## config.mk

```make
export PLATFORM = sky130hd
export DESIGN_NAME = ft2232h_led_controller_flat
export DESIGN_NICKNAME = d
export VERILOG_FILES = /design/src/rtl/ft2232h_pkg.sv /design/src/rtl/ft2232h_led_controller_if.sv /design/src/rtl/ft_burst_counter.sv /design/src/rtl/ft2232h_led_controller.sv /design/src/flat_wrapper.sv
export SDC_FILE = /design/constraint.sdc
export NUM_CORES = 1
export LEC_CHECK = 0
export CELL_PAD_IN_SITES_DETAIL_PLACEMENT = 0
export CELL_PAD_IN_SITES_GLOBAL_PLACEMENT = 2
export CORE_MARGIN = 8
export CORE_UTILIZATION = 36
export CTS_BUF_LIST = sky130_fd_sc_hd__clkbuf_8
export DETAILED_ROUTE_END_ITERATION = 12
export GPL_TIMING_DRIVEN = 0
export PLACE_DENSITY_LB_ADDON = 0.1
export SYNTH_ARGS = -nofsm -noshare
export SYNTH_HDL_FRONTEND = slang
export SYNTH_SLANG_ARGS = --single-unit
```

## constraint.sdc

```tcl
create_clock -name clk_i -period 2.99 [get_ports clk_i]
set_input_delay 0.598 -clock clk_i [delete_from_list [all_inputs] [get_ports clk_i]]
set_output_delay 0.598 -clock clk_i [all_outputs]
set_load 0.01 [all_outputs]
```

## src/rtl/ft2232h_pkg.sv

```systemverilog
// Shared types and constants for the FT2232H receive-FIFO LED controller.
package ft2232h_pkg;

  typedef enum logic [1:0] {
    IDLE = 2'd0,
    READ = 2'd1,
    GAP  = 2'd2
  } ft_state_e;

  // FT2232H handshake lines are active-low
  localparam logic ASSERT_N   = 1'b0;
  localparam logic DEASSERT_N = 1'b1;

  localparam int DATA_W         = 8;
  localparam int MAX_BURST_DEF  = 512;
  localparam int GAP_CYCLES_DEF = 2;

endpackage

```

## src/rtl/ft2232h_led_controller_if.sv

```systemverilog
// FT2232H synchronous-FIFO receive handshake: status/data from the chip, read strobe back.
interface ft2232h_led_controller_if;

  logic       rxf_i;
  logic       oe_i;
  logic [7:0] data_i;
  logic       rd_o;

  // master: the FT2232H side (or its model); slave: the controller
  modport master (
    output rxf_i,
    output oe_i,
    output data_i,
    input  rd_o
  );

  modport slave (
    input  rxf_i,
    input  oe_i,
    input  data_i,
    output rd_o
  );

endinterface

```

## src/rtl/ft_burst_counter.sv

```systemverilog
// Burst byte counter with last-beat/terminal flags and the post-burst gap counter.
module ft_burst_counter
  import ft2232h_pkg::*;
#(
  parameter int MAX_BURST  = MAX_BURST_DEF,
  parameter int GAP_CYCLES = GAP_CYCLES_DEF
) (
  input  logic clk_i,
  input  logic rst_i,
  input  logic inc,
  input  logic clr,
  input  logic gap_en,
  output logic last_beat,
  output logic tc,
  output logic gap_done
);

  localparam int CNT_W = $clog2(MAX_BURST) + 1;
  localparam int GAP_W = $clog2(GAP_CYCLES) + 1;

  localparam logic [CNT_W-1:0] CNT_LAST = CNT_W'(MAX_BURST - 1);
  localparam logic [CNT_W-1:0] CNT_FULL = CNT_W'(MAX_BURST);
  localparam logic [GAP_W-1:0] GAP_LAST = GAP_W'(GAP_CYCLES - 1);

  logic [CNT_W-1:0] burst_cnt;
  logic [GAP_W-1:0] gap_cnt;

  always_ff @(posedge clk_i or posedge rst_i) begin
    if (rst_i) begin
      burst_cnt <= '0;
      gap_cnt   <= '0;
    end else begin
      // Saturate at MAX_BURST so the count can never wrap back to zero
      if (clr)
        burst_cnt <= '0;
      else if (inc && (burst_cnt != CNT_FULL))
        burst_cnt <= burst_cnt + CNT_W'(1);

      if (!gap_en || gap_done)
        gap_cnt <= '0;
      else
        gap_cnt <= gap_cnt + GAP_W'(1);
    end
  end

  assign last_beat = (burst_cnt == CNT_LAST);
  assign tc        = (burst_cnt == CNT_FULL);
  assign gap_done  = gap_en && (gap_cnt == GAP_LAST);

endmodule

```

## src/rtl/ft2232h_led_controller.sv

```systemverilog
// Reads bytes from the FT2232H receive FIFO in bounded bursts and shows them on the LEDs.
// Build option FT_RX_XOR_EN: LEDs show a running XOR of received bytes instead of the last byte.
module ft2232h_led_controller
  import ft2232h_pkg::*;
#(
  parameter int MAX_BURST  = MAX_BURST_DEF,
  parameter int GAP_CYCLES = GAP_CYCLES_DEF
) (
  input  logic                    clk_i,
  input  logic                    rst_i,
  ft2232h_led_controller_if.slave ft,
  output logic [DATA_W-1:0]       led_r
);

  ft_state_e state;
  logic      rd_q;

  logic read_ok;
  logic capture;
  logic read_abort;
  logic gap_en;
  logic burst_clr;
  logic last_beat;
  logic tc;
  logic gap_done;

  // A byte is taken only while the strobe is already low and the chip still has data
  always_comb begin
    read_ok    = (rd_q == ASSERT_N) && (ft.rxf_i == ASSERT_N) && (ft.oe_i == ASSERT_N);
    capture    = 1'b0;
    read_abort = 1'b0;
    if (state == READ && !tc) begin
      capture    = read_ok;
      read_abort = !read_ok;
    end
    gap_en    = (state == GAP);
    burst_clr = read_abort || gap_done;
  end

  ft_burst_counter #(
    .MAX_BURST  (MAX_BURST),
    .GAP_CYCLES (GAP_CYCLES)
  ) u_burst_counter (
    .clk_i     (clk_i),
    .rst_i     (rst_i),
    .inc       (capture),
    .clr       (burst_clr),
    .gap_en    (gap_en),
    .last_beat (last_beat),
    .tc        (tc),
    .gap_done  (gap_done)
  );

  always_ff @(posedge clk_i or posedge rst_i) begin
    if (rst_i) begin
      state <= IDLE;
      rd_q  <= DEASSERT_N;
      led_r <= '0;
    end else begin
      case (state)
        IDLE: begin
          rd_q <= DEASSERT_N;
          if (ft.rxf_i == ASSERT_N && ft.oe_i == ASSERT_N) begin
            state <= READ;
            rd_q  <= ASSERT_N;
          end
        end

        READ: begin
          if (tc) begin
            state <= GAP;
            rd_q  <= DEASSERT_N;
          end else if (capture) begin
`ifdef FT_RX_XOR_EN
            led_r <= led_r ^ ft.data_i;
`else
            led_r <= ft.data_i;
`endif
            // The limit wins over a same-edge rxf rise: the burst ends in GAP
            if (last_beat) begin
              state <= GAP;
              rd_q  <= DEASSERT_N;
            end
          end else begin
            state <= IDLE;
            rd_q  <= DEASSERT_N;
          end
        end

        GAP: begin
          rd_q <= DEASSERT_N;
          if (gap_done)
            state <= IDLE;
        end

        default: begin
          state <= IDLE;
          rd_q  <= DEASSERT_N;
        end
      endcase
    end
  end

  assign ft.rd_o = rd_q;

endmodule

```

## src/flat_wrapper.sv

```systemverilog
// flat-port wrapper written by rule: the top's interface ports become plain ports
module ft2232h_led_controller_flat import ft2232h_pkg::*;
#(
  parameter int MAX_BURST  = MAX_BURST_DEF,
  parameter int GAP_CYCLES = GAP_CYCLES_DEF
)
  (clk_i, rst_i, led_r, ft_rxf_i, ft_oe_i, ft_data_i, ft_rd_o);
  ft2232h_led_controller_if ft_i ();
  input  logic clk_i;
  input  logic rst_i;
  output logic [DATA_W-1:0] led_r;
  input wire logic [$bits(ft_i.rxf_i)-1:0] ft_rxf_i;
  input wire logic [$bits(ft_i.oe_i)-1:0] ft_oe_i;
  input wire logic [$bits(ft_i.data_i)-1:0] ft_data_i;
  output wire logic [$bits(ft_i.rd_o)-1:0] ft_rd_o;
  assign ft_i.rxf_i = ft_rxf_i;
  assign ft_i.oe_i = ft_oe_i;
  assign ft_i.data_i = ft_data_i;
  assign ft_rd_o = ft_i.rd_o;
  ft2232h_led_controller #(.MAX_BURST(MAX_BURST), .GAP_CYCLES(GAP_CYCLES)) u_core (.clk_i(clk_i), .rst_i(rst_i), .ft(ft_i), .led_r(led_r));
endmodule
```

* Word level (Yosys, flattened, before mapping)
Index checks and enable logic that the tools add are counted.
Widths: inputs -> output; s select.
** Word-level totals
- Bits in registers :: 23
- Input port bits :: 12
- Output and inout port bits :: 9
** Cells by class
- Add/subtract/negate cells :: 2
- Equal/unequal tests :: 9
- Mux-type cells :: 16
- Bitwise operators :: 4
- Reductions and logical operators :: 15
** Operators by type and width (number)
- $mux 10 :: 2
- $mux 2 :: 6
- $add 10x1->10 const B :: 1
- $eq 10x10->1 const B :: 1
- $eq 10x9->1 const B :: 1
- $ne 10x10->1 const B :: 1
- $logic_and 1x1->1 :: 6
- $mux 1 :: 6
- $pmux 2 s3 :: 1
- $reduce_and 3->1 :: 2
- $eq 2x1->1 const B :: 2
- $ne 2x1->1 const B :: 2
- $ne 4x2->1 const B :: 1
- $not 1->1 :: 4
- $logic_not 1->1 :: 3
- $add 2x1->2 const B :: 1
- $eq 2x2->1 const B :: 1
- $logic_not 2->1 :: 1
- $logic_or 1x1->1 :: 2
- $pmux 1 s2 :: 1
- $reduce_bool 2->1 :: 1

* Logic depth before layout (Yosys ltp)
Gate-level depths: netlist of run 1.
- Depth after elaboration :: 7
- Mapped depth :: 6
- Mapped depth without buffers :: 5

* Modules after synthesis
Synthesis of run 1 repeated with hierarchy kept, for this count alone.
** Unflattened totals
- Cells, all modules :: 110
- Area, all modules :: 1219.9 µm²
** Modules (own cells, without submodules)
- ft_burst_counter :: instances 1, cells an instance 76, area an instance 721.9 µm²
- ft2232h_led_controller :: instances 1, cells an instance 34, area an instance 498.0 µm²

* Worst setup path after synthesis of run 1
OpenSTA, ideal clock, no wires.
- Kind :: input-to-reg
- Start :: input ft_rxf_i
- End :: register u_core.u_burst_counter.burst_cnt[9]
- Arrival :: 1946 ps
- Setup slack :: 965 ps
- Stages :: 5
- Cell sequence :: or3_1 -> buf_2 -> or3_4 -> or3_1 -> a21oi_1
** Between the ends
- Cells in the longest elaborated chain, start to end :: 7
- Elaborated cells between the ends (all ways) :: 10
** Ends and longest elaborated chain
- start, declared :: RTL line flat_wrapper.sv:12 : input wire logic [$bits(ft_i.rxf_i)-1:0] ft_rxf_i;
- $not 1->1 * :: RTL line ft2232h_led_controller.sv:29 : read_ok = (rd_q == ASSERT_N) && (ft.rxf_i == ASSERT_N) && (ft.oe_i == ASSERT_N);
- $logic_and 1x1->1 * (2 in series) :: RTL line ft2232h_led_controller.sv:29
- $logic_not 1->1 :: RTL line ft2232h_led_controller.sv:34 : read_abort = !read_ok;
- $mux 1 :: RTL line ft2232h_led_controller.sv:32 : if (state == READ && !tc) begin
- $logic_or 1x1->1 :: RTL line ft2232h_led_controller.sv:37 : burst_clr = read_abort || gap_done;
- $mux 10 / $reduce_bool 2->1 (equally long branches)
- end signal, assigned :: RTL line ft_burst_counter.sv:37 : burst_cnt <= burst_cnt + CNT_W'(1);
- end, declared :: RTL line ft_burst_counter.sv:25 : logic [CNT_W-1:0] burst_cnt;
Mark *: on every way between the ends. The rest lies on a longest branch, timed or not.
A chain may end at the register's enable or synchronous reset.

* Worst setup path after layout of run 1
- Start :: input ft_rxf_i
- End :: register u_core.led_r[0]
** Between the ends
- Cells in the longest elaborated chain, start to end :: 5
** Ends and longest elaborated chain
- $not 1->1 :: RTL line ft2232h_led_controller.sv:29
- $logic_and 1x1->1 (2 in series) :: RTL line ft2232h_led_controller.sv:29
- $mux 1 :: RTL line ft2232h_led_controller.sv:32
- $reduce_and 3->1 (no line)
- end signal, assigned :: RTL line ft2232h_led_controller.sv:77 : led_r <= ft.data_i;
- end, declared :: RTL line ft2232h_led_controller.sv:12 : output logic [DATA_W-1:0] led_r
Every way passes these cells.

==> impl_metrics.json, run 1 <==
{
  "status": "completed",
  "yosysSeqAreaShare": 0.536,
  "cts.reportedPaths.clkPinSlew_ns": 0.08,
  "synth-seq-cells": 23,
  "grt-ovfl-total": 0,
  "hold_viol": 0,
  "max_slew.worst_pin.slew_ns": 1.02,
  "portBuffers": 20,
  "drive_above_1_share": 0.137,
  "place_hpwl_um": 1720,
  "critical_path_class": "primary input to flop",
  "worstPathCellList": "clkdlybuf4s50_1, or3_1, buf_2, nor2_1, nand2_1, buf_2, mux2_2",
  "cpMaxStageDelayCell": "clkdlybuf4s50_1",
  "cp.depth": 7,
  "worst_setup_path_start_kind": "primary input",
  "drc": 0,
  "leakagePower_nw": 0.570,
  "holdBufCountCts": 0,
  "max_freq_mhz": 441,
  "core_um2": 2950,
  "reg2regPathDepth": 5,
  "critPathBufInv": 3,
  "synth_area_per_cell_um2": 10.8,
  "cts.htree.levels": 1,
  "viasPerCell": 5.22,
  "cts_tree": "yes",
  "ant_nets": 0,
  "hold_ws_ns": 0.438,
  "num_vias": 819,
  "hold_class": "flop to flop",
  "placed_area_um2": 1320,
  "maxCapViolCount": 0,
  "slew_viol_final": 0,
  "mostFrequentLayoutCells": "dfrtp_1 (22), clkdlybuf4s50_1 (20), nor2_1 (9)",
  "rsz0062_at_grt": "false",
  "cts_root_buf": "clkbuf_8",
  "worstPathRequired_ns": 3.14,
  "die_height_um": 70.7,
  "drt-initial-drc-count": 51,
  "setup_violations": 0,
  "die_w_um": 70.7,
  "slew_headroom": 0.317,
  "fin_area_um2": 1360,
  "cp.arrival_ns": 2.42,
  "grt_pass1_vias": 791,
  "crit_top_cell": "buf_2",
  "cts-resized-gates": 0,
  "drt_wl_total_um": 2300,
  "min_period_ns": 2.27,
  "std_cell_rows": 20,
  "synth_cell_type_count": 27,
  "grtUsageTotal": 0.100,
  "synthesis.nets": 115,
  "grt_antenna_before_repair": 0,
  "ir_worst_vdd_v": 0.000275,
  "worstSetupEndpointType": "flop",
  "pin_count": 21,
  "regToRegSetupSlack_ns": 0.97,
  "final_common_cell": "dfrtp_1",
  "cts_buffers": 3,
  "tns_ns": 0,
  "grt_max_degree": 24,
  "areaGrowthSynthToFinish_pct": 26.7,
  "place.gp.congestion": 0.724,
  "num-nets-final": 140,
  "dieArea_um2": 4990,
  "clk_path_buf_depth": 2,
  "holdPathStages": 1,
  "fin_crit_sh": 0.759,
  "crit_path_max_incr_delay_ns": 0.43,
  "clock_sinks": 23,
  "cp_max_fo": 10,
  "synth_warnings": 0,
  "fill_cells": 298,
  "cts_setup_buffers": 0,
  "insertion_delay_ns": 0.27,
  "num_antenna_cells": 0,
  "drt-wirelength-per-cell_um": 14.6,
  "start_util": 0.364,
  "grt_pass1_wl_um": 3930,
  "dr.pass1.iters": 4,
  "crit_family": "buffers and inverters",
  "powerDensity_nw_per_um2": 478,
  "fin_skew_ns": 0.00524,
  "synth_area_um2": 1080,
  "synthCells": 100
}
## power by group
part	internal [mW]	switching (mW)	total, mW
combinational	0.0658	0.0418	0.108
clock	0.0931	0.105	0.198
sequential	0.334	0.0125	0.347
## cells in the mapped netlist
cell | n | area, um2
nand3b_1 | 1 | 7.51
or4_2 | 1 | 8.76
nor4_1 | 4 | 25.0
o21a_1 | 1 | 7.51
nand4_1 | 4 | 25.0
mux2_2 | 8 | 90.1
inv_1 | 6 | 22.5
or3_1 | 3 | 18.8
nand3_1 | 4 | 20.0
o31ai_1 | 1 | 7.51
a21o_1 | 1 | 7.51
o21ai_0 | 5 | 25.0
nand2_1 | 4 | 15.0
xnor2_1 | 5 | 43.8
and4_1 | 1 | 8.76
nand4b_1 | 1 | 8.76
or3_4 | 1 | 11.3
buf_2 | 2 | 10.0
ha_1 | 3 | 37.5
dfstp_2 | 1 | 26.3
dfrtp_1 | 22 | 551
a21oi_1 | 4 | 20.0
nor2_1 | 9 | 33.8
nor3_1 | 4 | 20.0
o211ai_1 | 2 | 15.0
buf_1 | 1 | 3.75
nand2b_1 | 1 | 6.26
## area by class of cell
type	count	area [um2]	area share
clock inverters	1	5.00	0.00367
plain buffers	3	13.8	0.0101
multi-input cells	68	463	0.339
clock buffers	3	41.3	0.0303
repair buffers	20	200	0.147
well taps	33	41.3	0.0303
flip-flops and latches	23	577	0.423
inverters	6	22.5	0.0165
## worst reg2reg max path, delay by kind of cell, from the launching register on
family	cells	cell delay, ns
buffers and inverters	1	0.07
adders and majority gates	1	0.21
and+or+nand+nor	2	0.32
AOI/OAI and AO/OA	1	0.85
DFF	1	0.42
## state kept, by name, summed over array words and instances, names as in the netlist
register and flops:
u_core.u_burst_counter.gap_cnt 2, u_core.state 2, u_core.u_burst_counter.burst_cnt 10, u_core.ft.rd_o 1
u_core.led_r 8
## metal layers
| metal | track usage | up-vias | part of all wire |
|---|---|---|---|
| met2 | 0.144 | 13 | 0.45 |
| met3 | 0.0452 | 2 | 0.060 |
| met4 | 0.0416 | 0 | 0.0096 |
| li1 | - | 404 | - |
| met5 | 0 | - | 0 |
| met1 | 0.126 | 400 | 0.48 |
## worst paths after layout
kind / startpoint / endpoint
setup / recovery: ft_rxf_i / u_core.led_r[0]$_DFFE_PP0P_
hold / removal: u_core.u_burst_counter.gap_cnt[0]$_DFF_PP0_ / u_core.u_burst_counter.gap_cnt[0]$_DFF_PP0_
setup reg to reg: u_core.u_burst_counter.burst_cnt[0]$_DFFE_PP0P_ / u_core.u_burst_counter.burst_cnt[6]$_DFFE_PP0P_
hold reg to reg: u_core.u_burst_counter.gap_cnt[0]$_DFF_PP0_ / u_core.u_burst_counter.gap_cnt[0]$_DFF_PP0_
max in group asynchronous: rst_i / u_core.led_r[3]$_DFFE_PP0P_
min in group asynchronous: rst_i / u_core.u_burst_counter.burst_cnt[8]$_DFFE_PP0P_
## kinds of logic (layout without fill, tap and decap cells)
logic type      count (synthesis)  count (layout)  share of synthesized area
compound gates                 14              14                     0.0767
xor+xnor                        5               5                     0.0407
fa+ha+maj                       3               3                     0.0349
buf+inv                         9              33                     0.0337
flops                          23              23                      0.536
mux                             8               8                     0.0837
simple gates                   38              38                      0.194
## metrics by stage
stage | power [mW] | setup WS [ns] | std cells | utilization
2_1_floorplan | 0.395 | 0.965 | 100 | -
3_3_place_gp | 0.460 | 0.418 | 153 | 0.446
3_5_place_dp | 0.463 | 0.430 | 153 | 0.446
4_1_cts | 0.663 | 0.715 | 157 | 0.462
5_1_grt | 0.686 | 0.648 | 157 | 0.462
6_report | 0.652 | 0.721 | 157 | 0.462
No activity file was read; power rests on OpenSTA's default activity.
==> run 2: changes to the inputs <==
Settings changed: CORE_UTILIZATION 36 to 33.
Clock period 2.99 ns to 2.15 ns, I/O delays scaled along.
==> run 2 against run 1 <==
Via count up 1.7%; hold slack worse by 0.0070 ns; worst setup slack worse by 0.64 ns; final cell count up 7.0%; routed wire length up 2.6%.
==> impl_metrics.json, run 2 (synthesis gave the netlist of run 1 again) <==
{
  "ir_worst_vdd_v": 0.000340,
  "maxCapViolCount": 0,
  "slew_headroom": 0.417,
  "drc": 0,
  "cpMaxStageDelayCell": "clkdlybuf4s50_1",
  "worstSetupEndpointType": "flop",
  "mostFrequentLayoutCells": "dfrtp_1 (22), clkdlybuf4s50_1 (19), nor2_1 (8), mux2_2 (8), inv_1 (6)",
  "grt_pass1_wl_um": 4040,
  "startpoint": "ft_oe_i",
  "crit_path_max_incr_delay_ns": 0.43,
  "dr.pass1.iters": 2,
  "place_inst": 164,
  "drt_wl_total_um": 2360,
  "largestRegisters": "u_core.u_burst_counter.burst_cnt (10), u_core.led_r (8)",
  "rsz0062_at_grt": "false",
  "die_height_um": 73.1,
  "min_period_ns": 2.07,
  "grt-ovfl-total": 0,
  "grt_antenna_before_repair": 0,
  "p_total_mw": 0.900,
  "fin_crit_sh": 0.961,
  "powerDensity_nw_per_um2": 645,
  "ant_nets": 0,
  "slew_viol_final": 0,
  "die_w_um": 73.1,
  "clock_sinks": 23,
  "cts_setup_buffers": 0,
  "setup_violations": 0,
  "leakagePower_nw": 0.585,
  "dieArea_um2": 5340,
  "max_slew.worst_pin.slew_ns": 0.873,
  "critical_path_class": "primary input to flop",
  "cts_root_buf": "clkbuf_8",
  "worstPathRequired_ns": 2.34,
  "top_register": "u_core.u_burst_counter.burst_cnt",
  "drive_above_1_share": 0.161,
  "cts.reportedPaths.clkPinSlew_ns": 0.08,
  "core_um2": 3080,
  "pin_count": 21,
  "largest_register_ffs": 10,
  "grt_pass1_vias": 870,
  "grt_max_degree": 24,
  "insertion_delay_ns": 0.26,
  "fin_skew_ns": 0.00348,
  "cts_tree": "yes",
  "areaGrowthSynthToFinish_pct": 29.5,
  "num_vias": 833,
  "start_util": 0.350,
  "viasPerCell": 4.96,
  "final_common_cell": "dfrtp_1",
  "worstPathCellList": "clkdlybuf4s50_1, or3_1, buf_4, or3_4, or3_1, a21oi_2",
  "crit_top_cell": "or3_1",
  "drt-initial-drc-count": 15,
  "pre_cts_slack_ns": -0.267,
  "cts.htree.levels": 1,
  "std_cell_rows": 20,
  "clk_path_buf_depth": 2,
  "r2r-start": "u_core.u_burst_counter.burst_cnt[6]$_DFFE_PP0P_",
  "final_cells": 168,
  "setup_ws_ns": 0.0838,
  "grtUsageTotal": 0.0963,
  "cts_buffers": 3,
  "worst_setup_path_start_kind": "primary input",
  "cp_max_fo": 6,
  "worstHoldStart": "u_core.u_burst_counter.gap_cnt[0]$_DFF_PP0_",
  "status": "completed",
  "num-nets-final": 140,
  "drt-wirelength-per-cell_um": 14.0,
  "cp.arrival_ns": 2.26,
  "place_hpwl_um": 1820,
  "num_antenna_cells": 0,
  "max_freq_mhz": 484,
  "place.gp.congestion": 0.737,
  "hold_class": "flop to flop",
  "hold_viol": 0,
  "portBuffers": 20
}
-- run 2: metal layers --
layer	vias to the layer above	global-route usage	part of all wire
li1	402	-	-
met5	-	0	0
met3	4	0.0398	0.070
met1	414	0.105	0.44
met4	0	0.0333	0.0068
met2	13	0.164	0.48
-- run 2: report_power, final --
group	switching [mW]	internal, mW
sequential	0.0167	0.465
clock	0.138	0.129
combinational	0.0589	0.0919
-- run 2: area by class of cell --
type / count / area (um2)
plain buffers: 3 / 16.3
clock buffers: 3 / 41.3
clock inverters: 1 / 5.00
fillers: 319 / 1680
inverters: 6 / 22.5
multi-input cells: 68 / 474
flip-flops and latches: 23 / 577
well taps: 44 / 55.1
repair buffers: 20 / 203
-- run 2: path summary, 6_finish.rpt --
path | slack (ns) | end | depth (start not counted)
max | 0.08 | u_core.u_burst_counter.burst_cnt[9]$_DFFE_PP0P_ | 6
min | 0.43 | u_core.u_burst_counter.gap_cnt[0]$_DFF_PP0_ | 1
max reg2reg | 0.23 | u_core.led_r[0]$_DFFE_PP0P_ | 5
min reg2reg | 0.43 | u_core.u_burst_counter.gap_cnt[0]$_DFF_PP0_ | 1
max in group asynchronous | 0.96 | u_core.u_burst_counter.burst_cnt[4]$_DFFE_PP0P_ | 2
min in group asynchronous | 0.64 | u_core.u_burst_counter.burst_cnt[8]$_DFFE_PP0P_ | 2
-- run 2: repair_timing --
| item | 4_1_cts | 5_1_grt |
|---|---|---|
| setup endpoints to repair | 0 | 14 |
| gates resized for setup | 0 | 5 |
| endpoints found under the hold margin | 0 | 0 |
| hold buffers | 0 | 0 |
-- run 2: metrics by stage --
| stage | cell area (um2) | utilization | TNS (ns) | hold WS (ns) |
|---|---|---|---|---|
| finish | 1390 | 0.453 | 0 | 0.431 |
| global route | 1390 | 0.453 | 0 | 0.454 |
| CTS | 1380 | 0.448 | 0 | 0.438 |
| detailed placement | 1330 | 0.433 | -2.91 | 0.426 |
| global placement | 1330 | 0.433 | -2.79 | 0.419 |
| floorplan | 1080 | - | 0 | 0.409 |
-- run 2: critical path, delay by kind of cell --
| kind | cells | cell delay [ns] |
|---|---|---|
| AND/OR/NAND/NOR | 3 | 1.09 |
| buffers and inverters | 2 | 0.60 |
| AO/OA/AOI/OAI | 1 | 0.14 |
